[src/rtl/despachante_instrucoes.sv]
// Instruction dispatcher: pulls instructions from fila_de_instrucoes,
// allocates reservation stations and tracks register producer tags.
module despachante_instrucoes #(
    parameter int N_REGS = 8,
    parameter int TAG_W  = 3
) (
    input  logic             Clock,
    input  logic             Reset,
    input  logic             Fila_Empty,
    input  logic [15:0]      Fila_Instrucao,
    output logic             Fila_ReadEnable,
    input  logic [6:0]       RS_Free,
    input  logic             CDB_Valid,
    input  logic [TAG_W-1:0] CDB_Tag,
    output logic             Issue_Valid,
    output logic [TAG_W-1:0] Issue_Tag,
    output logic [3:0]       Issue_Op,
    output logic [2:0]       Issue_Rd,
    output logic [2:0]       Issue_Rs,
    output logic [2:0]       Issue_Rt,
    output logic [TAG_W-1:0] Issue_Qj,
    output logic [TAG_W-1:0] Issue_Qk,
    output logic             Stall
);

    typedef enum logic [1:0] {
        FETCH = 2'd0,
        WAIT  = 2'd1,
        ISSUE = 2'd2
    } estado_t;

    estado_t          estado_q;
    logic [15:0]      instr_q;
    logic [TAG_W-1:0] qi_q [N_REGS];

    logic             re_q;
    logic             valid_q;
    logic [TAG_W-1:0] tag_q;
    logic [3:0]       op_q;
    logic [2:0]       rd_q;
    logic [2:0]       rs_q;
    logic [2:0]       rt_q;
    logic [TAG_W-1:0] qj_q;
    logic [TAG_W-1:0] qk_q;
    logic             stall_q;

    logic [3:0]       op_w;
    logic [2:0]       rd_w;
    logic [2:0]       rs_w;
    logic [2:0]       rt_w;
    logic [TAG_W-1:0] tag_d;
    logic             op_valido_d;
    logic             eh_st_d;
    logic             eh_ld_d;
    logic [TAG_W-1:0] qj_d;
    logic [TAG_W-1:0] qk_d;

    assign op_w = instr_q[15:12];
    assign rd_w = instr_q[11:9];
    assign rs_w = instr_q[8:6];
    assign rt_w = instr_q[5:3];

    // Decode held instruction and pick lowest free station of its class
    always_comb begin
        tag_d       = '0;
        op_valido_d = 1'b1;
        eh_st_d     = 1'b0;
        eh_ld_d     = 1'b0;
        case (op_w)
            4'd0, 4'd1: begin
                if (RS_Free[0])      tag_d = TAG_W'(1);
                else if (RS_Free[1]) tag_d = TAG_W'(2);
                else if (RS_Free[2]) tag_d = TAG_W'(3);
            end
            4'd2: begin
                if (RS_Free[3])      tag_d = TAG_W'(4);
                else if (RS_Free[4]) tag_d = TAG_W'(5);
            end
            4'd3, 4'd4: begin
                eh_ld_d = (op_w == 4'd3);
                eh_st_d = (op_w == 4'd4);
                if (RS_Free[5])      tag_d = TAG_W'(6);
                else if (RS_Free[6]) tag_d = TAG_W'(7);
            end
            default: op_valido_d = 1'b0;
        endcase
    end

    // Operand tags with same-cycle CDB bypass
    always_comb begin
        qj_d = qi_q[rs_w];
        qk_d = qi_q[rt_w];
        if (CDB_Valid && (qj_d == CDB_Tag)) qj_d = '0;
        if (CDB_Valid && (qk_d == CDB_Tag)) qk_d = '0;
        if (eh_ld_d) qk_d = '0;
    end

    // Dispatch FSM, register status table and registered outputs
    always_ff @(posedge Clock or posedge Reset) begin
        if (Reset) begin
            estado_q <= FETCH;
            instr_q  <= '0;
            re_q     <= 1'b0;
            valid_q  <= 1'b0;
            tag_q    <= '0;
            op_q     <= '0;
            rd_q     <= '0;
            rs_q     <= '0;
            rt_q     <= '0;
            qj_q     <= '0;
            qk_q     <= '0;
            stall_q  <= 1'b0;
            for (int i = 0; i < N_REGS; i++) qi_q[i] <= '0;
        end else begin
            re_q    <= 1'b0;
            valid_q <= 1'b0;
            stall_q <= 1'b0;
            if (CDB_Valid) begin
                for (int i = 0; i < N_REGS; i++)
                    if (qi_q[i] == CDB_Tag) qi_q[i] <= '0;
            end
            case (estado_q)
                FETCH: begin
                    if (!Fila_Empty) begin
                        re_q     <= 1'b1;
                        estado_q <= WAIT;
                    end
                end
                WAIT: begin
                    instr_q  <= Fila_Instrucao;
                    estado_q <= ISSUE;
                end
                ISSUE: begin
                    if (!op_valido_d) begin
                        estado_q <= FETCH;
                    end else if (tag_d != '0) begin
                        valid_q  <= 1'b1;
                        tag_q    <= tag_d;
                        op_q     <= op_w;
                        rd_q     <= rd_w;
                        rs_q     <= rs_w;
                        rt_q     <= rt_w;
                        qj_q     <= qj_d;
                        qk_q     <= qk_d;
                        if (!eh_st_d) qi_q[rd_w] <= tag_d;
                        estado_q <= FETCH;
                    end else begin
                        stall_q <= 1'b1;
                    end
                end
                default: estado_q <= FETCH;
            endcase
        end
    end

    assign Fila_ReadEnable = re_q;
    assign Issue_Valid     = valid_q;
    assign Issue_Tag       = tag_q;
    assign Issue_Op        = op_q;
    assign Issue_Rd        = rd_q;
    assign Issue_Rs        = rs_q;
    assign Issue_Rt        = rt_q;
    assign Issue_Qj        = qj_q;
    assign Issue_Qk        = qk_q;
    assign Stall           = stall_q;

endmodule

[config.mk]
export PLATFORM = sky130hd
export DESIGN_NAME = despachante_instrucoes
export DESIGN_NICKNAME = d
export VERILOG_FILES = /design/src/rtl/despachante_instrucoes.sv
export SDC_FILE = /design/constraint.sdc
export NUM_CORES = 1
export LEC_CHECK = 0
export ABC_AREA = 1
export BUFFER_PORTS_ARGS = -buffer_cell sky130_fd_sc_hd__buf_2
export CELL_PAD_IN_SITES_DETAIL_PLACEMENT = 1
export CELL_PAD_IN_SITES_GLOBAL_PLACEMENT = 1
export CORE_ASPECT_RATIO = 0.5
export CORE_UTILIZATION = 41
export CTS_CLUSTER_DIAMETER = 100
export CTS_CLUSTER_SIZE = 40
export DETAILED_ROUTE_END_ITERATION = 10
export GPL_TIMING_DRIVEN = 0
export PLACE_DENSITY = 0.8
export SLEW_MARGIN = 10
export SYNTH_ARGS = -nofsm -noshare
export SYNTH_HDL_FRONTEND = slang
export SYNTH_SLANG_ARGS = --single-unit
export TNS_END_PERCENT = 30
[constraint.sdc]
create_clock -name Clock -period 2.4 [get_ports Clock]
set_input_delay 0.12 -clock Clock [delete_from_list [all_inputs] [get_ports Clock]]
set_output_delay 0.12 -clock Clock [all_outputs]
set_load 0.01 [all_outputs]
==> flow_metrics.env, run 1 <==
export IMPL_status="finished, final reports clean"
export IMPL_hold_viol=0
export IMPL_cts_buffers=9
export IMPL_drv_cap=0
export IMPL_start_util_pct=43.9
export IMPL_dp_hpwl_um=9120
export IMPL_cp_data_required_time_ns=2.63
export IMPL_slew_viol_final=0
export IMPL_die_height_um=68.8
export IMPL_num_io_pins=55
export IMPL_synth_cell_area_um2=3650
export IMPL_whs_ns=0.0272
export IMPL_hp_start="Fila_Instrucao[13]"
export IMPL_drc=0
export IMPL_fin_nets=621
export IMPL_fp_dieW_um=136
export IMPL_io_buffers=50
export IMPL_setup_ws_ns=0.341
export IMPL_ys_warn_count=0
export IMPL_regToRegStartpoint="instr_q[13]"
export IMPL_worstPathMaxFanout=10
export IMPL_finalSetupViolCount=0
export IMPL_ys_types=29
export IMPL_ir_drop_mv=0.582
export IMPL_rsz0062_at_grt="false"
export IMPL_drt_iter0_drc=165
export IMPL_fmax_mhz=486
export IMPL_clock_path_buffers=2
export IMPL_fin_crit_ns=2.06
export IMPL_worstHoldPathCells=3
export IMPL_synthToLayoutAreaGrowth_pct=21.1
export IMPL_r2r_end="Issue_Qk[0]"
export IMPL_hold_path_endpoint="instr_q[13]"
export IMPL_gp_routability_congestion=0.885
export IMPL_cp_start_kind="register"
export IMPL_worst_pin_slew_ns=0.738
export IMPL_grt_max_degree=64
export IMPL_htreeDepth=3
export IMPL_yosysTopAreaCell="dfrtp_1"
export IMPL_path_clk_slew_ns=0.06
export IMPL_ant_nets=0
export IMPL_netlist_instances=527
export IMPL_hold_buffers=2
export IMPL_root_buffer="clkbuf_16"
export IMPL_hold_path_class="primary input to register"
export IMPL_rrSetupSlack_ns=0.34
export IMPL_synth_nets=557
export IMPL_cts_tree="built"
export IMPL_post_dp_cell_area_um2=4070
export IMPL_grt_pass1_vias=3768
export IMPL_grt_use_total_pct=29.3
export IMPL_yosysTopAreaCellShare_pct=43.8
export IMPL_finalPower_w=0.00556
export IMPL_ys_ff_latch=64
export IMPL_fillers=1108
export IMPL_clkSinkCount=64
export IMPL_rows=23
export IMPL_skew_ns=0.00791
export IMPL_cts_resized=0
export IMPL_clock_latency_ns=0.34
export IMPL_die_area_um2=9320
export IMPL_overflow=0
export IMPL_wl_um=12400
export IMPL_postCtsSetupBuffers=0
export IMPL_setup_worst_path_end_class="register"
export IMPL_worstSetupPathType="register to register"
export IMPL_drive_above_1_share_pct=14.1
export IMPL_stdcell_area_um2=4420
export IMPL_vias_per_cell=5.30
export IMPL_ys_seq_area_share_pct=43.8
export IMPL_p_per_area_nw_per_um2=1260
export IMPL_maxSlewHeadroom_pct=50.8
export IMPL_netlist_top_cells_area="dfrtp_1, nand2_1, nand3_1"
export IMPL_avgSynthCellArea_um2=6.93
export IMPL_grt_pass1_wl_um=19800
export IMPL_dp_slack_ns=0.376
export IMPL_dr_pass1_iters=5
export IMPL_min_period_over_period_pct=85.8
export IMPL_cp_arrival_ns=2.29
export IMPL_vias=3755
export IMPL_antenna_cells=0
export IMPL_cellLeakagePower_nw=2.39
export IMPL_antenna_found_initial=0
export IMPL_reg2regPathDepth=11
export IMPL_post_drt_wl_per_cell_um=17.5
export IMPL_core_um2=8320
==> cell type report <==
cell class / instances / area (µm²) / share of cell area (%)
Timing Repair Buffer: 53 / 298 / 6.73
Buffer: 14 / 83.8 / 1.90
Sequential cell: 64 / 1600 / 36.2
Inverter: 61 / 231 / 5.23
Multi-Input combinational cell: 388 / 1740 / 39.3
Clock buffer: 9 / 225 / 5.09
Clock inverter: 7 / 104 / 2.35
Tap cell: 112 / 140 / 3.17
==> flip-flops by register name, summed over array words and instances (netlist names) <==
signal,cells
Fila_ReadEnable,1
Issue_Op,4
Issue_Qj,3
Issue_Qk,3
Issue_Rd,3
Issue_Rs,3
Issue_Rt,3
Issue_Tag,3
Issue_Valid,1
Stall,1
estado_q,2
instr_q,13
qi_q,24
==> through the flow <==
step / instances / TNS [ns] / util, %
global route: 708 / 0 / 53.2
floorplan: 527 / 0 / -
CTS: 708 / 0 / 53.2
global placement: 689 / -13.10 / 48.6
finish: 708 / 0 / 53.2
detailed placement: 690 / 0 / 49.0
==> cells in the mapped netlist <==
cell type    n
a21oi_1     19
a21oi_2      1
a21oi_4      1
buf_1        3
buf_2        1
buf_6        4
clkbuf_1     6
dfrtp_1     64
inv_1       60
inv_2        1
mux2_2       1
nand2_1    182
nand2_2      2
nand2_4      1
nand3_1     54
nand3_4      1
nand4_1      2
nor2_1      56
nor2_2       1
nor2_4       1
nor3_1       3
nor4_1       3
o211ai_1     2
o21ai_0     41
o21ai_1      2
o22ai_1      8
or2_2        1
xnor2_1      3
xor2_1       3
==> where the power goes <==
| part | switching (W) | internal, W |
|---|---|---|
| Combinational | 0.00162 | 0.000761 |
| Sequential | 0.000283 | 0.00143 |
| Clock | 0.000539 | 0.000922 |
| Total | 0.00244 | 0.00311 |
==> critical path, cell delays in order (launching register included) <==
cell and delay [ns]:
dfrtp_1 0.41, nand2_1 0.08, inv_1 0.04, nand2_2 0.12, nand2_1 0.13, a21oi_4 0.40, nand3_4 0.23, nand2_4 0.17
buf_6 0.17, nor2_1 0.05, nand2_1 0.08, nand2_1 0.06
==> metal layers <==
layer / share of wire [%] / global-route usage (%) / vias to the layer above
met2: 44 / 46.2 / 92
met1: 48 / 40.7 / 1848
met3: 6.9 / 6.94 / 10
met5: 0 / 0 / -
met4: 0.70 / 7.87 / 0
li1: - / - / 1805
==> how the worst max path moves through the flow <==
stage / from / end / slack, ns
4_1_cts: instr_q[13] / Issue_Qk[0] / 0.33
3_3_place_gp: Reset / qi_q[14] / -0.21
3_5_place_dp: instr_q[13] / Issue_Qk[2] / 0.38
2_1_floorplan: Reset / Fila_ReadEnable / 0.68
6_report: instr_q[13] / Issue_Qk[0] / 0.34
5_1_grt: instr_q[15] / Issue_Qk[0] / 0.20
==> logic make-up (layout without fill, tap and decap cells) <==
logic type / after synthesis / after routing / synth area share (%)
AO/OA/AOI/OAI: 74 / 74 / 11.0
XOR/XNOR: 6 / 6 / 1.44
buffers and inverters: 75 / 144 / 8.56
flip-flops: 64 / 64 / 43.8
multiplexers: 1 / 1 / 0.308
AND/OR/NAND/NOR: 307 / 307 / 34.9
==> placed cells by master, fill, tap and decap left out, types with 6 or more instances in the layout <==
master,instances
a21oi_1,19
buf_2,51
clkbuf_1,6
clkbuf_16,9
dfrtp_1,64
inv_1,59
nand2_1,182
nand3_1,54
nor2_1,56
o21ai_0,41
o22ai_1,8
Power figures use the tool's default switching activity.
==> inputs of run 2 (changes only) <==
--- a/config.mk
+++ b/config.mk
@@ -10,12 +10,12 @@
 export CELL_PAD_IN_SITES_DETAIL_PLACEMENT = 1
 export CELL_PAD_IN_SITES_GLOBAL_PLACEMENT = 1
 export CORE_ASPECT_RATIO = 0.5
-export CORE_UTILIZATION = 41
+export CORE_UTILIZATION = 44
 export CTS_CLUSTER_DIAMETER = 100
 export CTS_CLUSTER_SIZE = 40
 export DETAILED_ROUTE_END_ITERATION = 10
 export GPL_TIMING_DRIVEN = 0
-export PLACE_DENSITY = 0.8
+export PLACE_DENSITY_LB_ADDON = 0.1
 export SLEW_MARGIN = 10
 export SYNTH_ARGS = -nofsm -noshare
 export SYNTH_HDL_FRONTEND = slang
==> constraint.sdc (replaced) <==
create_clock -name Clock -period 2.7 [get_ports Clock]
set_input_delay 0.135 -clock Clock [delete_from_list [all_inputs] [get_ports Clock]]
set_output_delay 0.135 -clock Clock [all_outputs]
set_load 0.01 [all_outputs]
==> run 2 against run 1 <==
Core utilization up 1.9 points. Non-clock buffer count unchanged. Combinational power down 11%. Largest power group unchanged. Maximum frequency grew 3.8%. Largest cell class unchanged. Final cell count stayed put. Sequential power down 11%.
==> flow_metrics.env, run 2 (synthesis results as in run 1) <==
export IMPL_antenna_found_initial=0
export IMPL_rows=23
export IMPL_status="finished, final reports clean"
export IMPL_maxSlewHeadroom_pct=54.0
export IMPL_drv_cap=0
export IMPL_htreeDepth=3
export IMPL_finalSetupViolCount=0
export IMPL_cts_resized=0
export IMPL_dp_cells=690
export IMPL_grt_max_degree=51
export IMPL_post_drt_wl_per_cell_um=17.4
export IMPL_fin_nets=621
export IMPL_root_buffer="clkbuf_16"
export IMPL_fillers=1070
export IMPL_die_height_um=66.4
export IMPL_synthToLayoutAreaGrowth_pct=21.0
export IMPL_cp_arrival_ns=2.22
export IMPL_regMostFlops="qi_q"
export IMPL_ant_nets=0
export IMPL_setup_tns_ns=0
export IMPL_hold_buffers=2
export IMPL_clock_latency_ns=0.34
export IMPL_ir_drop_mv=0.506
export IMPL_grt_use_total_pct=30.4
export IMPL_worst_path_largest_cell_delay_ns=0.40
export IMPL_crit_top_cell="nand2_1"
export IMPL_overflow=0
export IMPL_dp_hpwl_um=9010
export IMPL_drt_iter0_drc=230
export IMPL_setup_worst_path_end_class="register"
export IMPL_num_io_pins=55
export IMPL_clock_path_buffers=2
export IMPL_dr_pass1_iters=4
export IMPL_min_period_over_period_pct=73.5
export IMPL_fmax_mhz=504
export IMPL_regArea_um2=1600
export IMPL_worst_pin_slew_ns=0.690
export IMPL_final_common_cell="nand2_1"
export IMPL_postCtsSetupBuffers=0
export IMPL_final_cell_mix="nand2_1, dfrtp_1, inv_1"
export IMPL_drc=0
export IMPL_vias=3752
export IMPL_wl_um=12300
export IMPL_gp_routability_congestion=0.861
export IMPL_worstPathCellList="nand2_1 > inv_1 > nand2_2 > nand2_1 > a21oi_4 > nand3_4 > nand2_4 > buf_6 > nor2_1 > nand2_1 > nand2_1"
export IMPL_cts_buffers=9
export IMPL_instances_no_fill=708
export IMPL_whs_ns=0.0415
export IMPL_core_um2=8030
export IMPL_slew_viol_final=0
export IMPL_path_clk_slew_ns=0.06
export IMPL_fp_dieW_um=131
export IMPL_drive_above_1_share_pct=14.1
export IMPL_clkSinkCount=64
export IMPL_rsz0062_at_grt="false"
export IMPL_start_util_pct=45.5
export IMPL_dp_slack_ns=0.723
export IMPL_p_per_area_nw_per_um2=1120
export IMPL_die_area_um2=8690
export IMPL_grt_pass1_vias=3548
export IMPL_hold_path_class="primary input to register"
export IMPL_worstPathMaxFanout=10
export IMPL_cts_tree="built"
export IMPL_io_buffers=50
export IMPL_cp_data_required_time_ns=2.93
export IMPL_finalPower_w=0.00494
export IMPL_setup_ws_ns=0.716
export IMPL_slowest_stage="dfrtp_1"
export IMPL_worstSetupPathType="register to register"
export IMPL_antenna_cells=0
export IMPL_hold_viol=0
export IMPL_cp_start_kind="register"
export IMPL_fin_crit_ns=1.98
export IMPL_cellLeakagePower_nw=2.38
export IMPL_cp_top_family="simple AND/OR/NAND/NOR gates"
export IMPL_multiInputGateArea_um2=1740
export IMPL_vias_per_cell=5.30
export IMPL_skew_ns=0.00525
export IMPL_largest_reg_flops=24
export IMPL_crit_buf_inv=2
export IMPL_grt_pass1_wl_um=18900
-- run 2: changes by cell type in the layout (fill, tap and decap cells not counted), sizes merged --
| cell | change |
|---|---|
| clkinv | -1 |
| clkinvlp | +1 |
-- run 2: layer usage --
layer,GRT usage (%),wire [µm]
met5,0,0
met4,5.75,79
met3,6.55,593
met2,47.9,5520
met1,42.8,6110
-- run 2: worst paths after layout --
path	cells after the start	endpoint	slack (ns)	startpoint
setup / recovery	11	Issue_Qk[2]	0.72	instr_q[13]
hold / removal	2	instr_q[15]	0.04	Fila_Instrucao[15]
setup reg to reg	11	Issue_Qk[2]	0.72	instr_q[13]
hold reg to reg	1	Fila_ReadEnable	0.48	estado_q[0]
max in group asynchronous	4	Issue_Qk[2]	1.91	Reset
min in group asynchronous	3	instr_q[12]	0.27	Reset
-- run 2: stage by stage --
stage | utilization (%) | instance area, µm²
after floorplan | - | 3650
after global placement | 50.4 | 4040
after detailed placement | 50.7 | 4070
after CTS | 55.1 | 4420
after global routing | 55.1 | 4420
final | 55.1 | 4420
-- run 2: where the power goes --
group | total [W] | internal (W) | switching [W] | leakage, nW
Clock | 0.00130 | 0.000818 | 0.000487 | 0.157
Combinational | 0.00212 | 0.000676 | 0.00144 | 1.40
Sequential | 0.00152 | 0.00127 | 0.000250 | 0.822
-- run 2: layout make-up --
cell class	count	area share, %
Multi-Input combinational cell	388	39.3
Sequential cell	64	36.2
Timing Repair Buffer	53	6.73
Inverter	61	5.23
Clock buffer	9	5.09
Tap cell	112	3.17
Clock inverter	7	2.32
Buffer	14	1.90
-- run 2: worst reg2reg max path, stage by stage, from the launching register on --
cell and delay [ns]:
dfrtp_1 0.40, nand2_1 0.07, inv_1 0.04, nand2_2 0.10
nand2_1 0.13, a21oi_4 0.38, nand3_4 0.23, nand2_4 0.17
buf_6 0.17, nor2_1 0.06, nand2_1 0.06, nand2_1 0.05
